[src/rtl/inv_sub_bytes_seq.sv]
// AES InvSubBytes on one 32-bit column, one byte per cycle through a single
// shared inverse-affine + GF(2^8) inverter, with valid/ready on both sides.

module gf_mulinv_8 (
    input  logic [7:0] a,
    output logic [7:0] z
);
    // Multiply modulo x^8 + x^4 + x^3 + x + 1.
    function automatic logic [7:0] gf_mul(input logic [7:0] p, input logic [7:0] q);
        logic [7:0] acc;
        logic [7:0] m;
        acc = 8'h00;
        m   = p;
        for (int i = 0; i < 8; i++) begin
            if (q[i]) acc = acc ^ m;
            m = {m[6:0], 1'b0} ^ (m[7] ? 8'h1b : 8'h00);
        end
        return acc;
    endfunction

    logic [7:0] pw;
    logic [7:0] prod;

    // a^254 = a^-1 for nonzero a, and 0 maps to 0.
    always_comb begin
        pw   = a;
        prod = 8'h01;
        for (int i = 0; i < 7; i++) begin
            pw   = gf_mul(pw, pw);
            prod = gf_mul(prod, pw);
        end
        z = prod;
    end
endmodule

module inv_sub_bytes_seq (
    input  logic        clk,
    input  logic        rst_n,
    input  logic        in_valid,
    output logic        in_ready,
    input  logic [31:0] x,
    output logic        out_valid,
    input  logic        out_ready,
    output logic [31:0] y,
    output logic        busy
);
    typedef enum logic [1:0] {
        IDLE = 2'd0,
        BUSY = 2'd1,
        DONE = 2'd2
    } state_t;

    state_t      state_q, state_d;
    logic [1:0]  idx_q, idx_d;
    logic [31:0] word_q, word_d;
    logic [31:0] y_q, y_d;

    logic [7:0] sel_byte;
    logic [7:0] aff_byte;
    logic [7:0] inv_byte;

    assign sel_byte = word_q[{idx_q, 3'b000} +: 8];
    assign aff_byte = {sel_byte[6:0], sel_byte[7]}
                    ^ {sel_byte[4:0], sel_byte[7:5]}
                    ^ {sel_byte[1:0], sel_byte[7:2]}
                    ^ 8'h05;

    gf_mulinv_8 u_inv (
        .a (aff_byte),
        .z (inv_byte)
    );

    always_comb begin
        state_d = state_q;
        idx_d   = idx_q;
        word_d  = word_q;
        y_d     = y_q;
        case (state_q)
            IDLE: begin
                if (in_valid) begin
                    word_d  = x;
                    idx_d   = 2'd0;
                    state_d = BUSY;
                end
            end
            BUSY: begin
                y_d[{idx_q, 3'b000} +: 8] = inv_byte;
                idx_d = idx_q + 2'd1;
                if (idx_q == 2'd3) state_d = DONE;
            end
            DONE: begin
                // Drain and accept on the same edge to avoid a bubble.
                if (out_ready) begin
                    if (in_valid) begin
                        word_d  = x;
                        idx_d   = 2'd0;
                        state_d = BUSY;
                    end else begin
                        state_d = IDLE;
                    end
                end
            end
            default: state_d = IDLE;
        endcase
    end

    always_ff @(posedge clk or negedge rst_n) begin
        if (!rst_n) begin
            state_q <= IDLE;
            idx_q   <= 2'd0;
            word_q  <= 32'h0;
            y_q     <= 32'h0;
        end else begin
            state_q <= state_d;
            idx_q   <= idx_d;
            word_q  <= word_d;
            y_q     <= y_d;
        end
    end

    // Gated by rst_n so nothing is accepted while reset is held.
    assign in_ready  = rst_n & ((state_q == IDLE) | ((state_q == DONE) & out_ready));
    assign out_valid = (state_q == DONE);
    assign busy      = (state_q == BUSY);
    assign y         = y_q;
endmodule

[config.mk]
export PLATFORM = sky130hd
export DESIGN_NAME = inv_sub_bytes_seq
export DESIGN_NICKNAME = d
export VERILOG_FILES = /design/src/rtl/inv_sub_bytes_seq.sv
export SDC_FILE = /design/constraint.sdc
export NUM_CORES = 1
export LEC_CHECK = 0
export CORE_ASPECT_RATIO = 1.5
export CORE_UTILIZATION = 65
export CTS_CLUSTER_DIAMETER = 200
export CTS_CLUSTER_SIZE = 25
export DETAILED_ROUTE_END_ITERATION = 8
export GPL_TIMING_DRIVEN = 0
export PLACE_DENSITY = 0.9
export SETUP_SLACK_MARGIN = 0.3
export SLEW_MARGIN = 0
export SYNTH_ARGS = -nofsm -noshare
export SYNTH_HDL_FRONTEND = slang
export SYNTH_SLANG_ARGS = --single-unit
[constraint.sdc]
create_clock -name clk -period 19.4 [get_ports clk]
set_clock_uncertainty 0.05 [all_clocks]
set_input_delay 1.94 -clock clk [delete_from_list [all_inputs] [get_ports clk]]
set_output_delay 1.94 -clock clk [all_outputs]
set_load 0.05 [all_outputs]
# Word-level counts from Yosys, hierarchy flattened
# Cells that the tools add are included.
[op_classes] n_addsub=2 n_eq_ne=6 shifts=3 n_mux=215 bitwise_logic=195 reduce_logical=6
[op_table] operator="$xor A8 B8 Y8" n=184
[op_table] operator="$mux W8" n=105
[op_table] operator="$mux W5" n=92
[op_table] operator="$mux W32" n=2
[op_table] operator="$pmux W32 S2" n=1
[op_table] operator="$bwmux W32" n=1
[op_table] operator="$shift A8 B7 Y32 const A" n=1
[op_table] operator="$shiftx A32 B6 Y8" n=1
[op_table] operator="$shiftx A8 B7 Y32" n=1
[op_table] operator="$mux W2" n=6
[op_table] operator="$pmux W2 S3" n=2
[op_table] operator="$mux W7" n=1
[op_table] operator="$neg A5 Y7" n=1
[op_table] operator="$not A1 Y1 const A" n=7
[op_table] operator="$mux W6" n=1
[op_table] operator="$eq A2 B2 Y1 const B" n=2
[op_table] operator="$mux W4" n=1
[op_table] operator="$ne A2 B1 Y1 const B" n=2
[op_table] operator="$reduce_and A2 Y1" n=2
[op_table] operator="$mux W3" n=1
[op_table] operator="$reduce_and A3 Y1" n=1
[op_table] operator="$reduce_bool A3 Y1" n=1
[op_table] operator="$add A2 B1 Y2 const B" n=1
[op_table] operator="$and A1 B1 Y1" n=2
[op_table] operator="other kinds (7)" n=8
[word_totals] regBits=68 in_bits=36 output_inout_bits=35 wordCells=431

# Logic depth before layout (Yosys ltp)
[logic_depth] depth_word=132 ltp_mapped=68 depth_no_buf=55

# By module
# From an unflattened synthesis, not the netlist that was laid out.
[hier_totals] cells_unflattened=2207 area_unflattened_um2=17561.8
[modules_own_cells] mod="gf_mulinv_8" instances=1 cells_each=1985 area_per_inst_um2=14518.9 seq_area_each_um2=0.0
[modules_own_cells] mod="inv_sub_bytes_seq" instances=1 cells_each=222 area_per_inst_um2=3042.9 seq_area_each_um2=1701.6

# Least setup slack after synthesis
# No wires, ideal clock.
[synth_timing] path_kind="flip-flop to flip-flop" from="register idx_q[0]" to="register y_q[20], in the netlist y[20]" setup_time_ps=81 arrival_time_ps=15716 required_ps=19269 slack_ps=3552 path_stages_with_launch=65 path_buffers=14 period_less_slack_ps=15848 path_cell_list="dfrtp_1 > buf_6 > buf_6 > mux4_2 > buf_2 > clkbuf_1 > and2_1 > or2_2 > ha_1 > clkbuf_1 > xnor2_1 > nand3_1 > o21ai_0 > xor3_1 > buf_4 > inv_2 > buf_2 > buf_2 > [29 not listed] > nand2_1 > buf_4 > a21oi_1 > o22ai_2 > xor2_2 > clkbuf_1 > and2_1 > nor2_1 > o22ai_1 > xor3_1 > xnor3_1 > xnor2_2 > xnor3_1 > nor2_1 > xor2_1 > xnor3_1 > xnor3_1 > o21ai_1"
[synth_between] elab_chain_cells=130 elab_cells_between_ends=393 cone_classes="add/sub (1); shift (3); mux (204); bitwise (185)"
[synth_lines] item="from (decl)" line_no="54" rtl="logic [1:0] idx_q, idx_d;"
[synth_lines] item="from (signal assigned)" line_no="115" rtl="idx_q <= idx_d;"
[synth_lines] item="$shiftx A32 B6 Y8" line_no="62" rtl="assign sel_byte = word_q[{idx_q, 3'b000} +: 8];"
[synth_lines] item="$xor A8 B8 Y8" line_no="64" rtl="^ {sel_byte[4:0], sel_byte[7:5]}"
[synth_lines] item="$xor A8 B8 Y8" line_no="65" rtl="^ {sel_byte[1:0], sel_byte[7:2]}"
[synth_lines] item="$not A2 Y2 (no source line)"
[synth_lines] item="$mux W8" line_no="15" rtl="if (q[i]) acc = acc ^ m;"
[synth_lines] item="$xor A8 B8 Y8" line_no="15"
[synth_lines] item="$mux W8" line_no="15"
[synth_lines] item="$xor A8 B8 Y8" line_no="15"
[synth_lines] item="[114 not listed]"
[synth_lines] item="$xor A8 B8 Y8" line_no="15"
[synth_lines] item="$mux W8" line_no="15"
[synth_lines] item="$xor A8 B8 Y8" line_no="15"
[synth_lines] item="$mux W8" line_no="15"
[synth_lines] item="$xor A8 B8 Y8" line_no="15"
[synth_lines] item="$mux W8" line_no="15"
[synth_lines] item="$shiftx A8 B7 Y32" line_no="87" rtl="y_d[{idx_q, 3'b000} +: 8] = inv_byte;"
[synth_lines] item="$bwmux W32 (*)" line_no="87"
[synth_lines] item="to (signal assigned)" line_no="117" rtl="y_q <= y_d;"
[synth_lines] item="to (decl)" line_no="56" rtl="logic [31:0] y_q, y_d;"
# Every way passes the cells marked *; elsewhere a longest branch is shown, timed or not.
# A chain may end at the register's enable or synchronous reset.

# Final worst setup path
[layout_timing] from="register idx_q[0]" to="register y_q[3], in the netlist y[3]"
# The elaborated chain is that of the path after synthesis.

==> impl_results.md <==
* Outcome: complete, no violations
* Syn_nets at 2283
* Crit path capture type: flip-flop
* Cells after Synth at 2235
* Port buffer count at 70
* Design area at 0.0196 mm2
* RSZ-0062 raised after global routing: no
* Synth area leader: xnor2_1
* Met3 WL at 3940 um
* Count leader, synth: xnor2_1
* Post-synth EDFFs at 0
* Worst Hold Class: flip-flop to flip-flop
* CTS buffer count at 9
* Max Slew Vio Count at 0
* Post-synth cell types at 99
* Register bit count reported by yosys at 68
* Max Cap Viol at 0
* Antenna Cells at 0
* DR top layer: met4
* Number of global-route vias before repair at 17302
* Remaining DRCs at 0
* Fmax at 0.0545 GHz
* Worst skew pair latency at 0.33 ns
* M1 wire length at 19300 um
* Global-route wire length before repair at 87400 um
* Largest net degree at the start of global routing at 70
* H-tree levels at 3
* CTS clock-pin slew for the worst setup and hold paths at 0.06 ns
* Crit path arrival time at 18.56 ns
* Clock buffer depth at 2
* Slew headroom at 20.0%
* Remaining Overflow, GRT at 0
* Worst Tran Pin Value at 1.19 ns
* Slowest cell on crit path: xnor3_1
* Avg Cell Area, Syn at 8.02 um2
* DR vias at 17655
* Final Critical Period at 18.36 ns
* Synth top cells by count: xnor2_1, nand2_1, nor2_1
* CP max stage delay at 0.56 ns
* Final Hold Viols at 0
* Worst EP required at 19.60 ns
* Crit Path Class: flip-flop to flip-flop
* Drt first-iter violations at 1960
* Fill cells at 2020
* Area Growth Syn to Fin at 9.33%
* Area contributors post-synth: xnor2_1, xnor3_1, dfrtp_1
* Starting Density at 66.1%
* Vias/cell at 6.62
* Die area at 0.0283 mm2
* Final antenna-violating net count at 0
* Drt first pass iters at 6
* Routed WL at 54900 um
* I/O pin total at 71
* Drt wl/cell at 20.6 um
* GRT Resource Usage Total at 39.1%
* DP Wirelength at 41100 um
* Core area at 0.0271 mm2
* Site row count at 74
* Die W at 138 um
* Sequential area share after synthesis at 9.49%
* Final nets at 2367
* RD Place Congestion at 1.02
* Top cell type's share of synthesized area at 15.9%
* Routed wl met2 at 27800 um
* Ys async rst share at 100%
* Setup violators final at 0
* Antenna violations before repair at 0
* Post-place instance area at 0.0191 mm2
* Root Driver: clkbuf_16
* CP Max Fanout at 10
* Period Utilization, post-route at 94.7%
* Netlist Area Pre-Place at 0.0179 mm2
* Final Hold Slack at 0.425 ns
* Final TNS setup at 0 ns
* Prevailing post-synth register cell: dfrtp_1
* Critical path launch point type: flip-flop
* CTS Sinks at 68
* Synth warn at 0
* Post-CTS Hold Buffers at 0
* Die span in y at 205 um
* Layout cells sized above 1 at 9.47%
* CTS tree: built
## sequential cells by signal, indices dropped and copies added (netlist names)
signal and cells:
word_q 32, y 32, idx_q 2, state_q 2
## layout make-up
cell class,instances,area (um2),area share (%)
clock buffer,12,246,1.26
multi-input combinational,1986,15600,79.7
tap,342,428,2.18
clock inverter,4,72.6,0.370
timing repair buffer,73,721,3.68
buffer,155,707,3.61
inverter,26,97.6,0.498
sequential,68,1700,8.68
## worst max-delay path, delay by kind of cell (launching register included)
kind / cells / cell delay [ns]
xor gates and xnor gates: 17 / 6.08
buffers and inverters: 17 / 4.09
and+or+nand+nor: 14 / 3.18
AOI/OAI and AO/OA: 12 / 2.93
adders and majority gates: 3 / 0.96
muxes: 1 / 0.50
DFF: 1 / 0.41
## layer usage
metal / track usage [%] / vias to the layer above
met5: 0 / -
met4: 25.9 / 0
met3: 6.28 / 335
met2: 69.0 / 1050
met1: 42.5 / 8342
li1: - / 7928
## repair_timing
item | in CTS | in global routing
pin swaps | 0 | 3
setup endpoints to repair | 32 | 32
gates resized for setup | 5 | 33
buffers inserted | 0 | 3
## metrics by stage
step                      std cells  utilization, %  worst slack [ns]
after floorplan                2235               -              3.55
after global placement         2647            70.2             0.525
after detailed placement       2647            70.2           0.00184
after CTS                      2663            71.5             0.307
after global routing           2666            72.2             0.329
final                          2666            72.2              1.04
## layout by cell type, fill, tap and decap left out, types with 10 or more instances in the layout
| master | synthesis | layout |
|---|---|---|
| a21oi_1 | 102 | 102 |
| a211oi_1 | 20 | 17 |
| o31ai_1 | 16 | 16 |
| o21ai_0 | 71 | 71 |
| mux2i_1 | 72 | 72 |
| and2_1 | 18 | 18 |
| o211ai_1 | 15 | 15 |
| nand3_1 | 51 | 51 |
| xor2_1 | 89 | 86 |
| inv_1 | 15 | 15 |
| and3_1 | 17 | 17 |
| nand2_1 | 315 | 314 |
| or3_1 | 14 | 14 |
| nor4_1 | 13 | 11 |
| xnor3_1 | 102 | 101 |
| xnor2_1 | 326 | 317 |
| xor3_1 | 16 | 16 |
| a22oi_1 | 13 | 13 |
| nor2b_1 | 13 | 13 |
| nor2_1 | 268 | 268 |
| ha_1 | 12 | 12 |
| buf_2 | 42 | 41 |
| xnor2_2 | 19 | 27 |
| dfrtp_1 | 68 | 68 |
| a31oi_1 | 23 | 23 |
| xor2_2 | 17 | 18 |
| nand2b_1 | 25 | 25 |
| o21ai_1 | 42 | 42 |
| buf_1 | 10 | 10 |
| inv_2 | 11 | 11 |
| clkbuf_1 | 92 | 89 |
| mux2_2 | 12 | 12 |
| o22ai_1 | 25 | 25 |
| nor3_1 | 71 | 71 |
| clkdlybuf4s50_1 | 0 | 69 |
| xnor3_2 | 16 | 17 |
## logic make-up after synthesis
family | after synthesis | synth area share (%)
simple gates | 849 | 20.9
mux | 95 | 6.04
fa+ha+maj | 13 | 0.893
buf+inv | 181 | 4.44
compound gates | 432 | 15.8
xor+xnor | 597 | 42.4
flops | 68 | 9.49
## final timing paths
path | start | depth (start not counted) | end | slack [ns]
setup / recovery | idx_q[0] | 64 | y[3] | 1.04
hold / removal | word_q[25] | 2 | word_q[25] | 0.42
setup reg to reg | idx_q[0] | 64 | y[3] | 1.04
hold reg to reg | word_q[25] | 2 | word_q[25] | 0.42
max in group asynchronous | rst_n | 1 | word_q[5] | 17.08
min in group asynchronous | rst_n | 1 | y[30] | 1.67
Power is left out: the tool's default activity adds up to more than one toggle a clock period on the data nets, which glitch-free logic cannot reach.
